### src/rtl/formula_pkg.sv
`default_nettype none
// +------------------------------------------------------------------+
// | formula_pkg : shared constants/helpers for formula pipe blocks   |
// | Revision    : 1.0                                                |
// +------------------------------------------------------------------+
package formula_pkg;

  localparam int WIDTH_DEF = 32;

  // Occupancy counters must represent 0..depth inclusive.
  function automatic int cnt_width(input int depth);
    return $clog2(depth + 1);
  endfunction

endpackage
`default_nettype wire

### src/rtl/flop_fifo_sync.sv
`default_nettype none
// +------------------------------------------------------------------+
// | flop_fifo_sync : flop-based synchronous FIFO, any DEPTH >= 2     |
// | Revision       : 1.0                                             |
// +------------------------------------------------------------------+
module flop_fifo_sync
  import formula_pkg::*;
#(
  parameter int WIDTH = WIDTH_DEF,
  parameter int DEPTH = 16
) (
  input  logic                          clk,
  input  logic                          rst,
  input  logic                          push,
  input  logic [WIDTH-1:0]              wdata,
  input  logic                          pop,
  output logic [WIDTH-1:0]              rdata,
  output logic                          full,
  output logic                          empty,
  output logic [cnt_width(DEPTH)-1:0]   count
);

  localparam int PTR_W = $clog2(DEPTH);
  localparam int CNT_W = cnt_width(DEPTH);

  logic [WIDTH-1:0] r_mem [DEPTH];
  logic [PTR_W-1:0] r_wr_ptr;
  logic [PTR_W-1:0] r_rd_ptr;
  logic [CNT_W-1:0] r_count;
  logic             w_pop_ok;
  logic             w_push_ok;

  assign empty     = (r_count == '0);
  assign full      = (r_count == CNT_W'(DEPTH));
  assign w_pop_ok  = pop && !empty;
  // A pop in the same cycle makes room even when full; when empty the pop is void.
  assign w_push_ok = push && (!full || w_pop_ok);
  assign rdata     = r_mem[r_rd_ptr];
  assign count     = r_count;

  always_ff @(posedge clk) begin
    if (w_push_ok) begin
      r_mem[r_wr_ptr] <= wdata;
    end
  end

  always_ff @(posedge clk) begin
    if (!rst) begin
      r_wr_ptr <= '0;
      r_rd_ptr <= '0;
      r_count  <= '0;
    end else begin
      if (w_push_ok) begin
        r_wr_ptr <= (r_wr_ptr == PTR_W'(DEPTH - 1)) ? '0 : r_wr_ptr + PTR_W'(1);
      end
      if (w_pop_ok) begin
        r_rd_ptr <= (r_rd_ptr == PTR_W'(DEPTH - 1)) ? '0 : r_rd_ptr + PTR_W'(1);
      end
      if (w_push_ok != w_pop_ok) begin
        r_count <= w_push_ok ? r_count + CNT_W'(1) : r_count - CNT_W'(1);
      end
    end
  end

endmodule
`default_nettype wire

### src/rtl/formula_pipe_collector.sv
`default_nettype none
// +------------------------------------------------------------------+
// | formula_pipe_collector : credit-gated result FIFO for formula    |
// | pipes (valid-only results in, valid/ready out). Revision 1.0     |
// +------------------------------------------------------------------+
module formula_pipe_collector
  import formula_pkg::*;
#(
  parameter int WIDTH = WIDTH_DEF,
  parameter int DEPTH = 16
) (
  input  logic                          clk,
  input  logic                          rst,
  input  logic                          up_vld,
  output logic                          up_ready,
  output logic                          arg_vld,
  input  logic                          res_vld,
  input  logic [WIDTH-1:0]              res,
  output logic                          out_valid,
  input  logic                          out_ready,
  output logic [WIDTH-1:0]              out_data,
  output logic [cnt_width(DEPTH)-1:0]   count,
  output logic                          ovf_err
);

  localparam int CNT_W = cnt_width(DEPTH);

  logic [CNT_W-1:0] r_in_flight;
  logic             r_ovf_err;
  logic [CNT_W:0]   w_used;
  logic             w_full;
  logic             w_empty;
  logic             w_pop;

  flop_fifo_sync #(
    .WIDTH (WIDTH),
    .DEPTH (DEPTH)
  ) u_fifo (
    .clk   (clk),
    .rst   (rst),
    .push  (res_vld),
    .wdata (res),
    .pop   (out_ready),
    .rdata (out_data),
    .full  (w_full),
    .empty (w_empty),
    .count (count)
  );

  // Credits come from registered state only; issue is blocked while in reset.
  assign w_used    = {1'b0, count} + {1'b0, r_in_flight};
  assign up_ready  = rst && (w_used < (CNT_W + 1)'(DEPTH));
  assign arg_vld   = up_vld && up_ready;
  assign out_valid = !w_empty;
  assign w_pop     = out_valid && out_ready;
  assign ovf_err   = r_ovf_err;

  always_ff @(posedge clk) begin
    if (!rst) begin
      r_in_flight <= '0;
    end else if (arg_vld && !res_vld) begin
      r_in_flight <= r_in_flight + CNT_W'(1);
    end else if (!arg_vld && res_vld && (r_in_flight != '0)) begin
      r_in_flight <= r_in_flight - CNT_W'(1);
    end
  end

  always_ff @(posedge clk) begin
    if (!rst) begin
      r_ovf_err <= 1'b0;
    end else if (res_vld && w_full && !w_pop) begin
      r_ovf_err <= 1'b1;
    end
  end

endmodule
`default_nettype wire

### config.mk
export PLATFORM = sky130hd
export DESIGN_NAME = formula_pipe_collector
export DESIGN_NICKNAME = d
export VERILOG_FILES = /design/src/rtl/formula_pkg.sv /design/src/rtl/flop_fifo_sync.sv /design/src/rtl/formula_pipe_collector.sv
export SDC_FILE = /design/constraint.sdc
export NUM_CORES = 1
export LEC_CHECK = 0
export ABC_CLOCK_PERIOD_IN_PS = 11150
export CAP_MARGIN = 20
export CORE_MARGIN = 2
export CORE_UTILIZATION = 55
export DETAILED_ROUTE_END_ITERATION = 10
export DONT_BUFFER_PORTS = 1
export PLACE_DENSITY_LB_ADDON = 0.25
export SYNTH_ARGS = -nofsm -noshare
export SYNTH_HDL_FRONTEND = slang
export SYNTH_HIERARCHICAL = 1
export SYNTH_SLANG_ARGS = --single-unit
### constraint.sdc
create_clock -name clk -period 11.15 [get_ports clk]
set_input_delay 2.7875 -clock clk [delete_from_list [all_inputs] [get_ports clk]]
set_output_delay 2.7875 -clock clk [all_outputs]
set_load 0.01 [all_outputs]
==> results.toml <==
[synthesis]
ys_ff_latch = 535
synth_most_common_cell = "edfxtp_1"
synth_cell_types = 52
synth.avg_cell_area_sq_um = 21.4
synth_area_leaders = "edfxtp_1 75%, mux4_2 14%, a22oi_1 2.3%"
synthArstFlopShare_pct = 0
netlist.area_leader.share_pct = 74.6
yosysWarnings = 6
synth_nets = 1018
syn-cell-area_sq_um = 20600
synth_edf_count = 512
synth-seq-area-share_pct = 76.8
yosys-top-cells-count = "512 x edfxtp_1, 128 x mux4_2, 64 x a22oi_1"
synth_ff_type = "edfxtp_1"
syn_inst = 963
synth_largest_area_cell = "edfxtp_1"

[clock_tree]
cts.reportedPaths.clkPinSlew_ns = 0.06
cts_buffer_depth = 3
holdBufCountCts = 0
cts_buffers = 52
cts-htree-levels = 2
cts_sinks = 535
cts_root_buf = "clkbuf_16"
cts_tree = "done"
ctsResizeCount = 0
insertion_delay_ns = 0.59
post_cts_buffers = 0

[place]
hpwl_um = 21900
portBuffers = 0
place_ws_ns = 4.76
placed_cell_area_sq_um = 21300
gp_congestion = 0.734

[drt]
first_pass_iters = 5
wire_per_inst_um = 27.6
drt_iter0_drc = 743
routed_wl_um = 41400
final_antenna_net_count = 0
vias_per_cell = 6.38
route.detailed.drc = 0
vias = 9561

[global_routing]
grt_pass1_vias = 9922
grt_util_all_layers_pct = 22.0
antenna_found_initial = 0
grt_pass1_wl_um = 61900
grt_max_degree = 68
grt-ovfl-total = 0

[timing]
fin_crit_sh_pct = 57.9
tightest_slew_ns = 1.09
setup_ws_ns = 4.69
fin_skew_ns = 0.0114
tns_ns = 0
min_period_ns = 6.46
slew_headroom_pct = 27.6
rsz0062_at_grt = "no"
fmax_mhz = 155
final_hold_viol_count = 0
finalSetupViolations = 0
fin_hold_ws_ns = 0.495
slew_viol_final = 0

[run_status]
status = "completed"

[critical_path]
required_ns = 8.36
worst_setup_path_start_kind = "flip-flop"
crit_arrival_ns = 3.67
crit_fanout = 49
endpoint_kind = "output port"
crit_type = "flip-flop to output port"

[die]
die_area_sq_um = 39000
io_pins = 78
die_h_um = 198
initial_core_util_pct = 56.0
rows = 70
core_sq_um = 36800
die_w_um = 198

[cells_and_area]
finalNetCount = 1047
stdcell_area_sq_um = 22800
n_antenna_cell = 0
area_growth_pct = 10.8
drive_above_1_share_pct = 24.4

[pwr]
powerDensity_nw_per_um2 = 203
ir_drop_mv = 0.137
power_leakage_nw = 7.14

[hold_path]
hp-class = "flip-flop to flip-flop"

[run]
maxCapViolations = 0
layout by cell type (no fill, tap or decap), types with 3 or more instances in the layout:
cell,synthesis,layout
edfxtp_1,512,512
mux4_2,128,128
a22oi_1,64,64
clkbuf_16,0,52
nand2_1,49,49
buf_4,2,22
dfxtp_1,23,21
ha_1,16,16
a21oi_1,13,13
clkbuf_1,27,13
nor2_4,0,13
clkinv_1,0,12
clkinv_2,0,10
nand2b_1,8,8
inv_1,8,8
mux2i_1,8,8
nor2_1,19,6
o21ai_0,5,5
nand3_1,5,5
o21ai_1,4,4
nor3_2,0,4
nand3b_1,4,4
or4_1,3,3
xnor2_1,3,3
a21o_1,3,3
nand2_2,3,3
stage by stage:
stage               util (%)  total power, W  std cells
global route            62.0         0.00482       1499
CTS                     62.0         0.00468       1499
finish                  62.0         0.00463       1499
floorplan                  -         0.00296        963
detailed placement      57.9         0.00310       1406
global placement        57.9         0.00309       1406
sequential cells by signal (all words and copies together) (netlist names), named ones only:
name	flops
ovf_err	1
r_in_flight	5
u_fifo/count	5
u_fifo/r_mem	512
u_fifo/r_rd_ptr	4
u_fifo/r_wr_ptr	4
logic make-up after synthesis:
| family | after synthesis | share of synthesized area [%] |
|---|---|---|
| multiplexers | 136 | 14.4 |
| buffers and inverters | 56 | 1.14 |
| AO/OA/AOI/OAI | 100 | 3.53 |
| flip-flops | 535 | 76.8 |
| XOR/XNOR | 5 | 0.213 |
| adder cells (fa/ha/maj) | 18 | 1.17 |
| AND/OR/NAND/NOR | 113 | 2.73 |
critical path: stages (launching register included):
cell,delay [ns]
dfxtp_4,1.01
buf_4,0.89
mux4_2,0.61
a22oi_1,0.33
nand2_1,0.19
cell type report:
cell class | count | area, sq um
Clock buffer | 65 | 1350
Multi-Input combinational cell | 372 | 4670
Timing Repair Buffer | 22 | 165
Fill cell | 2522 | 14000
Inverter | 9 | 33.8
Clock inverter | 28 | 174
Sequential cell | 535 | 15800
Tap cell | 468 | 586
power by group:
group | leakage, nW | internal, W | switching, W
logic | 1.58 | 0.000363 | 0.000323
clock network | 0.744 | 0.000879 | 0.000711
registers | 4.81 | 0.00225 | 0.000102
routing by layer:
metal	vias to the layer above	routed length (um)	track usage, %	share of wire, %
li1	4087	-	-	-
met1	5144	17400	30.7	42
met2	274	20500	35.2	49
met3	56	2670	5.00	6.5
met4	0	836	6.38	2.0
met5	-	0	0	0
final timing paths:
check | startpoint | endpoint | slack [ns] | depth (start not counted)
setup / recovery | flip-flop | out_data[4] | 4.69 | 4
hold / removal | u_fifo/r_rd_ptr[3] | flip-flop | 0.50 | 2
setup reg to reg | u_fifo/count[4] | r_in_flight[4] | 7.81 | 10
hold reg to reg | u_fifo/r_rd_ptr[3] | flip-flop | 0.50 | 2
Note: power is estimated with default switching activity, not from simulation.
